**config.mk**
```make
export PLATFORM = sky130hd
export DESIGN_NAME = tis_port_rx
export DESIGN_NICKNAME = d
export VERILOG_FILES = /design/src/rtl/types_pkg.sv /design/src/rtl/tis_any_arb.sv /design/src/rtl/tis_port_rx.sv
export SDC_FILE = /design/constraint.sdc
export NUM_CORES = 1
export LEC_CHECK = 0
export CAP_MARGIN = 20
export CORE_UTILIZATION = 45
export CTS_BUF_LIST = sky130_fd_sc_hd__clkbuf_4
export DETAILED_ROUTE_END_ITERATION = 10
export PLACE_DENSITY = 0.88
export SETUP_SLACK_MARGIN = 0.15
export SKIP_CTS_REPAIR_TIMING = 1
export SYNTH_ARGS = -nofsm -noshare
export SYNTH_HDL_FRONTEND = slang
export SYNTH_SLANG_ARGS = --single-unit
```
**constraint.sdc**
```tcl
create_clock -name CLK -period 5.6 [get_ports CLK]
set_clock_uncertainty 0.2 [all_clocks]
set_input_delay 0.56 -clock CLK [delete_from_list [all_inputs] [get_ports CLK]]
set_output_delay 0.56 -clock CLK [all_outputs]
set_load 0.01 [all_outputs]
```
**src/rtl/types_pkg.sv**
```systemverilog
// Shared TIS-100 node types.
//   word_t      : 11-bit node data word
//   src_t       : read source selected by the core (UP..ACC)
//   direction_t : physical/virtual port direction, literals prefixed DIR_
//   rxstate_t   : read-port FSM states
//   src_to_dir  : maps a src_t onto its direction_t
package types_pkg;

    localparam int unsigned WORD_SIZE = 11;
    localparam int unsigned NPORTS    = 4;

    typedef logic [WORD_SIZE-1:0] word_t;

    typedef enum logic [2:0] {
        UP    = 3'd0,
        DOWN  = 3'd1,
        LEFT  = 3'd2,
        RIGHT = 3'd3,
        ANY   = 3'd4,
        LAST  = 3'd5,
        NIL   = 3'd6,
        ACC   = 3'd7
    } src_t;

    typedef enum logic [2:0] {
        DIR_UP    = 3'd0,
        DIR_DOWN  = 3'd1,
        DIR_LEFT  = 3'd2,
        DIR_RIGHT = 3'd3,
        DIR_ANY   = 3'd4,
        DIR_LAST  = 3'd5
    } direction_t;

    typedef enum logic [1:0] {
        RX_IDLE = 2'd0,
        RX_WAIT = 2'd1,
        RX_DONE = 2'd2
    } rxstate_t;

    // NIL and ACC have no port; they fall back to DIR_UP and are never used to select one.
    function automatic direction_t src_to_dir(input src_t src);
        direction_t d;
        case (src)
            UP:      d = DIR_UP;
            DOWN:    d = DIR_DOWN;
            LEFT:    d = DIR_LEFT;
            RIGHT:   d = DIR_RIGHT;
            ANY:     d = DIR_ANY;
            LAST:    d = DIR_LAST;
            default: d = DIR_UP;
        endcase
        return d;
    endfunction

endpackage

```
**src/rtl/tis_any_arb.sv**
```systemverilog
// Fixed-priority arbiter for ANY reads: LEFT > RIGHT > UP > DOWN.
//   valid : per-direction valid, indexed by direction_t
//   grant : one-hot grant (all zero when nothing is valid)
//   dir   : direction of the granted port (DIR_LEFT when nothing is valid)
module tis_any_arb
    import types_pkg::*;
(
    input  logic [NPORTS-1:0] valid,
    output logic [NPORTS-1:0] grant,
    output direction_t        dir
);

    always_comb begin
        grant = '0;
        dir   = DIR_LEFT;
        if (valid[DIR_LEFT]) begin
            grant[DIR_LEFT] = 1'b1;
            dir             = DIR_LEFT;
        end else if (valid[DIR_RIGHT]) begin
            grant[DIR_RIGHT] = 1'b1;
            dir              = DIR_RIGHT;
        end else if (valid[DIR_UP]) begin
            grant[DIR_UP] = 1'b1;
            dir           = DIR_UP;
        end else if (valid[DIR_DOWN]) begin
            grant[DIR_DOWN] = 1'b1;
            dir             = DIR_DOWN;
        end
    end

endmodule

```
**src/rtl/tis_port_rx.sv**
```systemverilog
// Read side of the TIS-100 inter-node blocking port.
//   CLK, nRST : clock (rising edge), asynchronous active-low reset
//   rd_req    : read request from the core, sampled in IDLE with rd_src
//   busy      : high while a read is in progress (WAIT/DONE)
//   rd_done   : one-cycle completion pulse; rd_data valid this cycle
//   rd_data   : word read, held until the next completion
//   rd_err    : pulses with rd_done for an ACC source; data is zero
//   in_valid  : neighbour word available, indexed by direction_t
//   in_data   : neighbour words, same index
//   in_ready  : one-hot ack, only in WAIT
module tis_port_rx
    import types_pkg::*;
(
    input  logic                     CLK,
    input  logic                     nRST,
    input  logic                     rd_req,
    input  src_t                     rd_src,
    output logic                     busy,
    output logic                     rd_done,
    output word_t                    rd_data,
    output logic                     rd_err,
    input  logic [NPORTS-1:0]        in_valid,
    input  word_t [NPORTS-1:0]       in_data,
    output logic [NPORTS-1:0]        in_ready
);

    rxstate_t          state, state_nx;
    src_t              cur_src;
    logic              last_vld;
    direction_t        last_dir;
    logic              err_q;

    logic [NPORTS-1:0] any_grant;
    direction_t        any_dir;
    direction_t        tgt_dir;
    logic [1:0]        tgt_idx;
    logic [NPORTS-1:0] tgt_sel;
    logic              tgt_valid;
    logic              direct;

    tis_any_arb u_any_arb (
        .valid (in_valid),
        .grant (any_grant),
        .dir   (any_dir)
    );

    // Target selection; in_ready is built only from state, cur_src, last_dir and in_valid.
    always_comb begin
        tgt_dir = src_to_dir(cur_src);
        case (cur_src)
            ANY:     tgt_dir = any_dir;
            LAST:    tgt_dir = last_dir;
            default: ;
        endcase
        tgt_idx = tgt_dir[1:0];
        tgt_sel = '0;
        if (cur_src == ANY) begin
            tgt_sel = any_grant;
        end else begin
            tgt_sel[tgt_idx] = 1'b1;
        end
        tgt_valid = |(tgt_sel & in_valid);
        in_ready  = (state == RX_WAIT && tgt_valid) ? tgt_sel : '0;
    end

    // Requests that complete without touching a neighbour.
    always_comb begin
        direct = (rd_src == NIL) || (rd_src == ACC) || (rd_src == LAST && !last_vld);
    end

    always_comb begin
        state_nx = state;
        case (state)
            RX_IDLE: if (rd_req) state_nx = direct ? RX_DONE : RX_WAIT;
            RX_WAIT: if (tgt_valid) state_nx = RX_DONE;
            RX_DONE: state_nx = RX_IDLE;
            default: state_nx = RX_IDLE;
        endcase
    end

    always_ff @(posedge CLK or negedge nRST) begin
        if (!nRST) begin
            state <= RX_IDLE;
        end else begin
            state <= state_nx;
        end
    end

    always_ff @(posedge CLK or negedge nRST) begin
        if (!nRST) begin
            cur_src  <= UP;
            err_q    <= 1'b0;
            rd_data  <= '0;
            last_vld <= 1'b0;
            last_dir <= DIR_UP;
        end else begin
            if (state == RX_IDLE && rd_req) begin
                cur_src <= rd_src;
                err_q   <= (rd_src == ACC);
                if (direct) begin
                    rd_data <= '0;
                end
            end
            if (state == RX_WAIT && tgt_valid) begin
                rd_data <= in_data[tgt_idx];
                if (cur_src == ANY) begin
                    last_vld <= 1'b1;
                    last_dir <= tgt_dir;
                end
            end
        end
    end

    assign busy    = (state != RX_IDLE);
    assign rd_done = (state == RX_DONE);
    assign rd_err  = (state == RX_DONE) && err_q;

endmodule
```
==> impl_metrics.toml <==
[status]
status = "complete, no violations"

[global_routing]
grt_remaining_overflow = 0
grt_max_degree = 21
grtUsageTotal = 0.244
antenna_found_initial = 0
grt_pass1_wl_um = 6260
grt_pass1_vias = 1358

[critical_path]
crit_type = "in -> out"
crit_chain = "clkdlybuf4s50_1 -> nor3_1 -> o31ai_1 -> a31oi_2 -> nor2_1 -> nor4b_1 -> clkdlybuf4s50_1"
rr_startpoint = "cur_src[1]"
crit_path_start = "in_valid[2]"
critical-path-max-stage-delay_ps = 590
path_common_cell = "clkdlybuf4s50_1"
startpoint_type = "primary input"
required_ps = 4840
endpoint_kind = "primary output"
crit_slowest_cell = "clkdlybuf4s50_1"
cp_max_fo = 6
worstPathArrival_ps = 2850

[logic_synthesis]
syn-num-nets = 179
ys_seq_area_frac = 0.345
synth_seq_cells = 20
synth_top_area_share = 0.345
yosys_warnings = 0
syn_avg_cell_area_um2 = 11.6
synth_area_leaders = "dfrtp_1 (35%), mux4_2 (12%), mux2_2 (11%)"
synth_top_area_cell = "dfrtp_1"
syn_area_um2 = 1450
synth_cell_types = 43
netlist_instances = 125

[pwr]
p_int_w = 0.000638
p_sw_w = 0.000380
ir_worst_vdd_v = 0.000286
p_per_area_nw_per_um2 = 458
p_clk_frac = 0.119
pwr-share-seq = 0.267
power_frac_comb = 0.614
p_leak_nw = 0.893
sw_frac_of_total = 0.373

[clock_tree]
clk_pin_slew_worst_paths_ps = 120
cts_made_buffers = 3
root_buffer = "clkbuf_4"
cts_sinks = 20
clock_latency_ps = 310
ctsHtreeMaxLevel = 1
cts_buffer_depth = 2
cts_tree = "yes"

[layout]
utilization = 0.729
drive_gt1_frac = 0.160
num-fill-cells = 237
nNetsFinal = 249
regArea_um2 = 500
antenna_cells = 0
multi_input_area_um2 = 883
area_growth_pct = 53.4

[sta]
fin_crit_ps = 3610
slew-limit-headroom = 0.379
finalMaxSlewViolations = 0
setup_violations = 0
fin_crit_sh = 0.644
grt_setup_unrepaired = "false"
hold_violations = 0
tightest_slew_ps = 929
fmax_mhz = 277
setup_tns_ps = 0

[routing]
first_pass_iters = 4
dr_total_vias = 1299
drtAntennaViolNets = 0
wirelength_um = 4010
drtIter0Drc = 54
remaining_drc_errors = 0
post_drt_wl_per_cell_um = 16.8
via_per_inst = 5.46

[floorplan]
die-area_um2 = 3450
ios = 72
coreArea_um2 = 3050
initial_utilization = 0.475
num_rows = 20
die_height_um = 58.8
die_w_um = 58.8

[worst_hold_path]
worstHoldStart = "last_vld"
hold_class = "reg -> reg"

[placement]
place_congestion = 0.843
dp_hpwl_um = 3170
port_buffers = 71

[job]
drv_cap = 0
synth_stat cells:
master and instances:
nand2_1 4, a21oi_2 1, and4b_1 1, mux2_2 14, and3b_1 1, nand3_1 1
nor4b_4 1, a32o_1 1, nor2b_1 4, or3_1 1, and2_0 1, nand4_1 1
nor3_1 3, a22o_1 2, nand2b_1 5, nor2_1 5, mux4_2 8, nor4_1 1
buf_4 2, a21o_1 2, a31oi_2 1, nor4b_1 1, o21ai_2 1, o21ai_0 5
a211o_1 1, o2bb2ai_1 1, dfrtp_1 20, o31ai_1 1, xnor2_1 1, or2_1 1
o21bai_1 2, o32ai_1 1, and2_1 13, mux4_1 3, a21boi_1 1, buf_6 2
a21oi_1 1, buf_2 2, inv_1 4, o211ai_1 1, clkbuf_1 1, o21a_1 1
nor4bb_1 1
cells in the final DEF (no fill, tap or decap), types with 2 or more instances in the layout:
| master | synthesis | layout |
|---|---|---|
| mux2_2 | 14 | 14 |
| o21bai_1 | 2 | 2 |
| a22o_1 | 2 | 2 |
| a21o_1 | 2 | 2 |
| clkbuf_4 | 0 | 3 |
| nor3_1 | 3 | 3 |
| inv_1 | 4 | 4 |
| nor2b_1 | 4 | 4 |
| and2_1 | 13 | 13 |
| nand2_1 | 4 | 4 |
| dfrtp_1 | 20 | 20 |
| mux4_1 | 3 | 3 |
| nor2_1 | 5 | 5 |
| mux4_2 | 8 | 8 |
| clkdlybuf4s50_1 | 0 | 71 |
| o21ai_0 | 5 | 5 |
| nand2b_1 | 5 | 5 |
path summary, 6_finish.rpt:
kind / end / slack [ps] / depth (start not counted)
setup reg to reg: rd_data[10] / 2980 / 5
max in group asynchronous: rd_data[8] / 4080 / 1
hold reg to reg: last_vld / 320 / 1
setup / recovery: in_ready[0] / 1990 / 7
hold / removal: last_vld / 320 / 1
min in group asynchronous: rd_data[5] / 550 / 1
per-stage QoR:
stage          hold WS (ps)  setup WS [ps]  instance area [µm²]  power [W]  instances
3_5_place_dp            296           2020                 2170   0.000901        234
4_1_cts                 329           2000                 2220    0.00102        238
2_1_floorplan          64.4           3090                 1450   0.000705        125
6_report                320           1990                 2220    0.00102        238
5_1_grt                 332           1760                 2220    0.00109        238
3_3_place_gp            287           2080                 2170   0.000869        234
flip-flops by register name, indices dropped and copies added, names as in the netlist:
signal and cells:
rd_data 11, cur_src 3, last_dir 2, state 2
err_q 1, last_vld 1
cells by family after synthesis:
kind of cell / synth area share
AOI/OAI and AO/OA: 0.120
xor gates and xnor gates: 0.00604
DFF: 0.345
and+or+nand+nor: 0.196
muxes: 0.287
buffers and inverters: 0.0457
final cells by class:
class	count	share of cell area
Tap cell	44	0.0247
Timing Repair Buffer	72	0.323
Multi-Input combinational cell	94	0.397
Clock buffer	3	0.0101
Clock inverter	1	0.0135
Inverter	4	0.00675
Sequential cell	20	0.225
critical path: cells and delay by family:
family	cells	cell delay [ps]
compound gates	2	430
buf+inv	2	1110
simple gates	3	760
power groups by stage:
stage / combinational, W / sequential (W) / clock [W]
2_1_floorplan: 0.000451 / 0.000254 / 0
3_3_place_gp: 0.000600 / 0.000268 / 0
3_5_place_dp: 0.000628 / 0.000273 / 0
4_1_cts: 0.000631 / 0.000271 / 0.000122
5_1_grt: 0.000678 / 0.000281 / 0.000129
6_report: 0.000626 / 0.000272 / 0.000121
routing by layer:
layer	part of all wire	global-route usage	wire, µm	vias to the layer above
met2	0.56	0.459	2250	45
met5	0	0	0	-
met3	0.043	0.0198	172	7
met1	0.38	0.291	1510	635
li1	-	-	-	612
met4	0.017	0.0816	70	0
Note: power is estimated with default switching activity, not from simulation.
